--- config.mk ---
export PLATFORM = sky130hd
export DESIGN_NAME = online_adder_seq_r4
export DESIGN_NICKNAME = d
export VERILOG_FILES = /design/src/rtl/online_r4_pkg.sv /design/src/rtl/online_digit_shifter.sv /design/src/rtl/online_adder_seq_r4.sv
export SDC_FILE = /design/constraint.sdc
export NUM_CORES = 1
export LEC_CHECK = 0
export BUFFER_PORTS_ARGS = -buffer_cell sky130_fd_sc_hd__buf_2
export CAP_MARGIN = 20
export CORE_MARGIN = 5
export CORE_UTILIZATION = 53
export DETAILED_ROUTE_END_ITERATION = 8
export GPL_TIMING_DRIVEN = 1
export PLACE_DENSITY_LB_ADDON = 0.15
export SLEW_MARGIN = 20
export SYNTH_ARGS = -nofsm -noshare
export SYNTH_HDL_FRONTEND = slang
export SYNTH_SLANG_ARGS = --single-unit
--- constraint.sdc ---
create_clock -name clk -period 2.93 [get_ports clk]
set_input_delay 0.1465 -clock clk [delete_from_list [all_inputs] [get_ports clk]]
set_output_delay 0.1465 -clock clk [all_outputs]
set_load 0.01 [all_outputs]
--- src/rtl/online_r4_pkg.sv ---
// Shared types and defaults for the radix-4 online adder sequencer.
package online_r4_pkg;

    typedef enum logic [1:0] {
        IDLE  = 2'd0,
        CLEAR = 2'd1,
        RUN   = 2'd2,
        DONE  = 2'd3
    } seq_state_t;

    localparam int N_DEF     = 6;
    localparam int C_DEF     = 3;
    localparam int DELAY_DEF = 2;

    // The step counter must hold 0..N+DELAY-1 without wrapping.
    function automatic int cnt_width(input int n, input int delay);
        return $clog2(n + delay + 1);
    endfunction

endpackage

--- src/rtl/online_digit_shifter.sv ---
// Parallel-load, MSD-first digit shift register; zeros enter from the LSD end for flushing.
module online_digit_shifter #(
    parameter int N = 6,
    parameter int C = 3
) (
    input  logic           clk,
    input  logic           reset,
    input  logic           load_i,
    input  logic           shift_i,
    input  logic [N*C-1:0] din_i,
    output logic [C-1:0]   digit_o
);

    logic [N*C-1:0] sh_q;
    logic [N*C-1:0] sh_d;

    always_comb begin
        sh_d = sh_q;
        if (load_i) begin
            sh_d = din_i;
        end else if (shift_i) begin
            sh_d = sh_q << C;
        end
    end

    always_ff @(posedge clk) begin
        if (reset) begin
            sh_q <= '0;
        end else begin
            sh_q <= sh_d;
        end
    end

    assign digit_o = sh_q[N*C-1 -: C];

endmodule

--- src/rtl/online_adder_seq_r4.sv ---
// Sequencer feeding an online radix-4 adder MSD-first and assembling its N+1-digit result.
// Optional result checker (expected/pass/err_count) is built when ADDER_SEQ_CHECK_EN is defined.
module online_adder_seq_r4
    import online_r4_pkg::*;
#(
    parameter int N     = N_DEF,
    parameter int C     = C_DEF,
    parameter int DELAY = DELAY_DEF
) (
    input  logic               clk,
    input  logic               reset,
    input  logic               start,
    input  logic [N*C-1:0]     x,
    input  logic [N*C-1:0]     y,
    output logic               busy,
    output logic               done,
    output logic [(N+1)*C-1:0] result,
    output logic               adder_reset,
    output logic               adder_en,
    output logic [C-1:0]       xi,
    output logic [C-1:0]       yi,
    input  logic [C-1:0]       zi
`ifdef ADDER_SEQ_CHECK_EN
    ,
    input  logic [(N+1)*C-1:0] expected,
    output logic               pass,
    output logic [7:0]         err_count
`endif
);

    localparam int KW   = cnt_width(N, DELAY);
    localparam int LAST = N + DELAY - 1;

    seq_state_t         state_q, state_d;
    logic [KW-1:0]      k_q, k_d;
    logic [(N+1)*C-1:0] result_q, result_d;
    logic               busy_q, done_q, en_q;
    logic [C-1:0]       xi_q, yi_q;
    logic               accept;
    logic               feed;
    logic [C-1:0]       x_digit, y_digit;
    logic [N:0]         cap_en;

    assign accept = start && ((state_q == IDLE) || (state_q == DONE));
    // Shifters advance exactly when a digit is handed to the adder for the next RUN cycle.
    assign feed   = (state_d == RUN);

    online_digit_shifter #(.N(N), .C(C)) u_shift_x (
        .clk     (clk),
        .reset   (reset),
        .load_i  (accept),
        .shift_i (feed),
        .din_i   (x),
        .digit_o (x_digit)
    );

    online_digit_shifter #(.N(N), .C(C)) u_shift_y (
        .clk     (clk),
        .reset   (reset),
        .load_i  (accept),
        .shift_i (feed),
        .din_i   (y),
        .digit_o (y_digit)
    );

    // Result digit gi is produced by the adder at RUN step N+DELAY-1-gi.
    for (genvar gi = 0; gi <= N; gi++) begin : g_cap
        assign cap_en[gi] = (state_q == RUN) && (k_q == KW'(LAST - gi));
    end

    always_comb begin
        state_d  = state_q;
        k_d      = k_q;
        result_d = result_q;
        case (state_q)
            IDLE: begin
                if (accept) begin
                    state_d  = CLEAR;
                    k_d      = '0;
                    result_d = '0;
                end
            end
            CLEAR: begin
                state_d = RUN;
                k_d     = '0;
            end
            RUN: begin
                if (k_q == KW'(LAST)) begin
                    state_d = DONE;
                end else begin
                    k_d = k_q + KW'(1);
                end
            end
            DONE: begin
                if (accept) begin
                    state_d  = CLEAR;
                    k_d      = '0;
                    result_d = '0;
                end else begin
                    state_d = IDLE;
                end
            end
            default: state_d = IDLE;
        endcase
        for (int i = 0; i <= N; i++) begin
            if (cap_en[i]) begin
                result_d[i*C +: C] = zi;
            end
        end
    end

    always_ff @(posedge clk) begin
        if (reset) begin
            state_q  <= IDLE;
            k_q      <= '0;
            result_q <= '0;
            busy_q   <= 1'b0;
            done_q   <= 1'b0;
            en_q     <= 1'b0;
            xi_q     <= '0;
            yi_q     <= '0;
        end else begin
            state_q  <= state_d;
            k_q      <= k_d;
            result_q <= result_d;
            busy_q   <= (state_d == CLEAR) || (state_d == RUN);
            done_q   <= (state_d == DONE);
            en_q     <= feed;
            xi_q     <= feed ? x_digit : '0;
            yi_q     <= feed ? y_digit : '0;
        end
    end

    assign adder_reset = reset | (state_q == CLEAR);
    assign busy        = busy_q;
    assign done        = done_q;
    assign adder_en    = en_q;
    assign xi          = xi_q;
    assign yi          = yi_q;
    assign result      = result_q;

`ifdef ADDER_SEQ_CHECK_EN
    logic       pass_q;
    logic [7:0] err_q;

    // The error tally survives across runs and only a reset clears it.
    always_ff @(posedge clk) begin
        if (reset) begin
            pass_q <= 1'b0;
            err_q  <= '0;
        end else if (state_q == DONE) begin
            pass_q <= (result_q == expected);
            if ((result_q != expected) && (err_q != 8'hFF)) begin
                err_q <= err_q + 8'd1;
            end
        end
    end

    assign pass      = pass_q;
    assign err_count = err_q;
`endif

endmodule

==> results of run 1 <==
[logic make-up (layout without fill, tap and decap cells)]
logic type,count (synthesis),count (layout)
AOI/OAI and AO/OA,69,69
adders and majority gates,10,10
buffers and inverters,31,99
DFF,72,72
muxes,30,30
and+or+nand+nor,120,120
[flip-flops by register name (all words and copies together), names as in the netlist]
signal / cells
adder_en: 1
busy: 1
done: 1
k_q: 4
result: 21
state_q: 2
u_shift_x.sh_q: 18
u_shift_y.sh_q: 18
xi: 3
yi: 3
[final cells by class]
type | count | area share (%)
tap | 72 | 2.476
inverter | 5 | 0.5158
sequential | 72 | 39.61
multi-input combinational | 229 | 41.54
clock buffer | 9 | 3.404
timing repair buffer | 78 | 11.14
clock inverter | 7 | 1.307
[per-layer routing]
layer,wire length [um],vias up,share of wire [%]
li1,-,1305,-
met1,3096,1211,45
met2,3366,61,49
met3,359,8,5.2
met4,89,0,1.3
met5,0,-,0
[cell usage after synthesis]
cell type	number
or4_1	1
or3_1	2
mux2i_1	30
and4b_1	4
a22o_1	1
nand3_1	22
buf_2	4
and2_1	6
nand4b_1	5
nand4bb_1	3
and4bb_2	2
dfxtp_1	72
or2_2	2
ha_1	10
a21oi_1	31
clkbuf_1	17
nor2b_1	5
nand2_1	27
o31ai_1	2
buf_1	4
nor2_1	33
o21ba_2	1
o21bai_1	1
a2bb2oi_1	1
o21ai_0	2
nand2b_1	1
nor4bb_1	1
inv_1	5
a211oi_1	30
buf_6	1
nand3b_1	6
[path summary, 6_finish.rpt]
| check | startpoint | to | slack [ns] | cells after the start |
|---|---|---|---|---|
| hold / removal | x[0] | u_shift_x.sh_q[0] | 0.05 | 3 |
| setup reg to reg | state_q[0] | xi[2] | 0.55 | 9 |
| setup / recovery | state_q[0] | xi[2] | 0.55 | 9 |
| hold reg to reg | u_shift_y.sh_q[16] | yi[1] | 0.46 | 1 |
[worst register-to-register path, cell delays in order, from the launching register on]
cell and delay [ns]:
dfxtp_1 0.41, inv_1 0.09, ha_1 0.24, and4b_1 0.29, a2bb2oi_1 0.19, nor2_1 0.11, ha_2 0.19, buf_4 0.28
nor2b_1 0.35, and2_1 0.18
[power groups by stage]
stage	registers, mW	clock network [mW]	logic, mW
final	1.36	0.684	1.24
after CTS	1.36	0.702	1.25
after global routing	1.39	0.753	1.38
after detailed placement	1.38	0	1.25
after floorplan	1.36	0	0.976
after global placement	1.37	0	1.22
[cell usage in the layout (no fill, tap or decap), types with 4 or more instances in the layout]
master     n
a211oi_1  30
a21oi_1   31
and2_1     6
and4b_1    4
buf_2     72
buf_4      6
clkbuf_8   9
dfxtp_1   72
ha_1       9
inv_1      5
mux2i_1   30
nand2_1   27
nand3_1   22
nand3b_1   6
nand4b_1   5
nor2_1    33
nor2b_1    5
==> qor.yml, run 1 <==
route:
  vias_per_cell: 5.477
  via_count: 2585
  drtPass1Iterations: 4
  post-route-drc-count: 0
  drt_iter0_markers: 116
  drtAntennaViolNets: 0
  post_drt_wl_per_cell_um: 14.64
  drt_wl_total_mm: 6.911
grt:
  grt_most_used_layer: "met2"
  grt_max_degree: 88
  grt_pass1_vias: 2430
  track_usage_pct: 18.82
  grt_pass1_wl_mm: 11.22
  overflow: 0
  use_met1_pct: 22.58
  grt_use_met3_pct: 4.943
  antenna_found_initial: 0
  grtUsageMet2_pct: 32.03
power_and_ir_drop:
  finalPower_mw: 3.291
  p_int_mw: 2.091
  p_per_area_nw_per_um2: 904.4
  combPwrFrac_pct: 37.8
  switching_share_pct: 36.46
  p_leak_nw: 1.464
  clkPwrFrac_pct: 20.8
  vdd_ir_drop_max_mv: 0.4618
  pwr-share-seq_pct: 41.4
  switchingPower_mw: 1.200
setup_path:
  endpoint_kind: "flop"
  path_cells: "inv_1, ha_1, and4b_1, a2bb2oi_1, nor2_1, ha_2, buf_4, nor2b_1, and2_1"
  crit_fanout: 19
  slowest_delay_ns: 0.41
  crit_buf_inv: 2
  arrival_ns: 2.67
  critPathTopFamily: "simple AND/OR/NAND/NOR gates"
  crit_slowest_cell: "dfxtp_1"
  crit_required_ns: 3.22
  crit_path_start_kind: "flop"
  critPathKind: "reg2reg"
clock_network:
  cts-hold-fix-buffers: 0
  tritoncts: "yes"
  cts-root-buf: "clkbuf_8"
  clk_pin_slew_ns: 0.08
  post_cts_resized: 0
  clock-sinks: 72
  clk_latency_ns: 0.34
  cts_buffer_depth: 2
  cts_setup_buffers: 0
  htree_levels: 3
  cts_inserted_buffers: 9
run:
  drv_cap: 0
place:
  place_hpwl_mm: 4.673
  dp_slack_ns: 0.5409
  place_area_um2: 3467
  gp_congestion: 0.7880
  io_buffers: 72
  dp.cells: 456
sta:
  fin_crit_sh_pct: 81.08
  clock.fmax_mhz: 420.9
  post-route-min-period_ns: 2.376
  whs_ns: 0.04575
  fin_ws_ns: 0.5544
  maxSlewHeadroom_pct: 43.31
  setup_viol: 0
  setup_tns_ns: 0
  slew_violations: 0
  rsz0062_at_grt: "false"
  hold_viol_final: 0
  worstMarginPinSlew_ns: 0.8503
  finClkSkew_ns: 0.008517
outcome:
  status: "complete, no violations"
synthesis:
  synth_adder_area_share_pct: 4.067
  yosysTopAreaCell: "dfxtp_1"
  synth_compound_area_share_pct: 14.31
  synth_nets: 384
  synth_cell_types: 31
  synth_simple_gate_area_share_pct: 20.82
  yosysWarnings: 0
  synth_area_per_cell_um2: 9.267
  synth_top_area_share_pct: 46.85
  netlist_area_um2: 3077
  syn_inst: 332
  synth_area_leaders: "dfxtp_1 47%, mux2i_1 9.8%, a211oi_1 7.3%"
  muxShareOfSynthArea_pct: 9.760
  ys_seq_area_share_pct: 46.85
  synth_seq_cells: 72
  synth-xor-area-share_pct: 0
  synth_top_family_by_area: "simple AND/OR/NAND/NOR gates"
finish:
  finalCoreUtilization_pct: 65.28
  fill_cells: 497
  fin_cells: 472
  n_antenna_cell: 0
  fin_nets: 447
  multi_input_area_um2: 1511
  final_area_um2: 3638
  area.sequential_um2: 1441
  area_growth_pct: 18.26
  drive_gt1_share_pct: 25.25
worst_hold_path:
  hold_path.class: "in2reg"
floorplan:
  dieWidth_um: 86.19
  design.core.area_um2: 5574
  die_h_um: 86.19
  row_count: 27
  die_area_um2: 7429
  initial_core_util_pct: 55.20
  ios: 73
(Power assumes the default switching activity.)
==> run 2: changes to the inputs <==
Settings changed: ABC_AREA from default to 1, CORE_UTILIZATION 53 to 48.
Clock period 2.93 ns to 2 ns, I/O delays scaled along.
==> qor.yml, run 2 <==
outcome:
  status: "complete, no violations"
finish:
  area.sequential_um2: 1444
  n_antenna_cell: 0
  final_cell_mix: "102 x nand2_1, 72 x buf_2, 70 x dfxtp_1"
  fin_nets: 531
  largest_reg_flops: 21
  drive_gt1_share_pct: 25.21
  multi_input_area_um2: 1378
  area_growth_pct: 27.67
  layout_commonest_cell: "nand2_1"
  fill_cells: 538
place:
  place_hpwl_mm: 4.943
  gp_congestion: 0.8042
  io_buffers: 72
  dp_slack_ns: 0.01581
clock_network:
  clk_pin_slew_ns: 0.08
  clock-sinks: 72
  cts_setup_buffers: 0
  cts_buffer_depth: 2
  cts-root-buf: "clkbuf_8"
  cts_inserted_buffers: 9
  htree_levels: 3
  tritoncts: "yes"
  clk_latency_ns: 0.35
setup_path:
  slowest_delay_ns: 0.36
  crit_slowest_cell: "dfxtp_2"
  rrSetupSlack_ns: 0.18
  crit_required_ns: 2.27
  endpoint_kind: "flop"
  arrival_ns: 2.09
  path_cells: "inv_2, ha_4, inv_1, nand2_2, nand2_1, nand2_1, nand3_1, inv_2, ha_4, inv_2, buf_12, nand2_1, a31oi_1"
  crit_path_start_kind: "flop"
  crit_fanout: 16
  crit_buf_inv: 5
  critPathKind: "reg2reg"
  critPathTopFamily: "buffers and inverters"
sta:
  hold_viol_final: 0
  fin_ws_ns: 0.1787
  rsz0062_at_grt: "false"
  setup_viol: 0
  slew_violations: 0
  whs_ns: 0.01763
  post-route-min-period_ns: 1.821
  maxSlewHeadroom_pct: 79.83
  fin_crit_sh_pct: 91.07
  worstMarginPinSlew_ns: 0.3025
  clock.fmax_mhz: 549.0
  finClkSkew_ns: 0.006997
  setup_tns_ns: 0
power_and_ir_drop:
  p_per_area_nw_per_um2: 1417
  finalPower_mw: 5.441
  vdd_ir_drop_max_mv: 0.7456
  p_leak_nw: 1.663
grt:
  track_usage_pct: 18.65
  grt_pass1_wl_mm: 11.68
  grt_use_met3_pct: 5.346
  use_met1_pct: 26.35
  grt_max_degree: 83
  grtUsageMet2_pct: 27.53
  overflow: 0
  grt_most_used_layer: "met2"
  antenna_found_initial: 0
  grt_pass1_vias: 2570
synthesis:
  yosys-top-cells-count: "103 x nand2_1, 72 x dfxtp_1, 36 x o21ai_0"
  synth_cell_types: 19
  yosysTopAreaCell: "dfxtp_1"
  synth_seq_cells: 72
  ys_seq_area_share_pct: 47.94
  synth_nets: 453
  synth_most_common_cell: "nand2_1"
  synth_area_leaders: "dfxtp_1 48%, nand2_1 13%, o21ai_0 6.0%"
  synth_edf_count: 0
  synth_top_area_share_pct: 47.94
  ys.flop_type: "dfxtp_1"
  syn_inst: 401
  async_flop_share_pct: 0
  netlist_area_um2: 3007
  synth_area_per_cell_um2: 7.498
  yosysWarnings: 0
floorplan:
  row_count: 28
  design.core.area_um2: 5991
  ios: 73
  initial_core_util_pct: 50.19
  dieWidth_um: 89.15
  die_area_um2: 7947
  die_h_um: 89.15
route:
  drtPass1Iterations: 4
  drt_iter0_markers: 178
  via_count: 2845
  post-route-drc-count: 0
  vias_per_cell: 5.089
  drt_wl_total_mm: 7.279
  post_drt_wl_per_cell_um: 13.02
  drtAntennaViolNets: 0
run:
  drv_cap: 0
worst_hold_path:
  hold_path.class: "in2reg"
run 2: per-layer routing:
metal	routed length (um)	share of wire [%]	vias up
met5	0	0	-
met4	80	1.1	0
met3	484	6.6	10
met2	3241	45	71
met1	3473	48	1283
li1	-	-	1481
run 2: cells by family after synthesis:
kind of cell	Yosys count	share of synthesized area (%)
adders and majority gates	10	4.161
DFF	72	47.94
and+or+nand+nor	170	23.68
buffers and inverters	54	7.408
AOI/OAI and AO/OA	95	16.81
run 2: worst min-delay path: stages:
cell     delay, ns
buf_2         0.09
nand2_1       0.06
a21oi_1       0.06
run 2: area by class of cell:
| class | instances | area share [%] |
|---|---|---|
| timing repair buffer | 91 | 14.83 |
| inverter | 30 | 2.934 |
| multi-input combinational | 275 | 35.89 |
| tap | 75 | 2.445 |
| sequential | 72 | 37.61 |
| clock inverter | 7 | 3.064 |
| clock buffer | 9 | 3.227 |
run 2: final timing paths:
kind                 startpoint  cells after the start           endpoint
max                  state_q[0]                     13  u_shift_y.sh_q[3]
min reg2reg  u_shift_x.sh_q[16]                      2              xi[1]
max reg2reg          state_q[0]                     13  u_shift_y.sh_q[3]
min                        x[0]                      3  u_shift_x.sh_q[0]
run 2: power breakdown:
| group | internal [mW] | switching [mW] |
|---|---|---|
| logic | 0.835 | 1.22 |
| registers | 1.81 | 0.175 |
| clock network | 0.833 | 0.565 |
| total | 3.48 | 1.96 |
run 2: what timing repair did:
action | CTS | global route
endpoints found under the hold margin | 3 | 0
resized for setup | 0 | 12
setup endpoints to repair | 0 | 42
hold buffers | 3 | 0
run 2: through the flow:
step,std cells,utilization (%),cell area (um^2)
3_5_place_dp,539,58.50,3505
3_3_place_gp,539,58.50,3505
4_1_cts,558,63.03,3776
5_1_grt,559,64.08,3839
2_1_floorplan,401,-,3032
6_report,559,64.08,3839
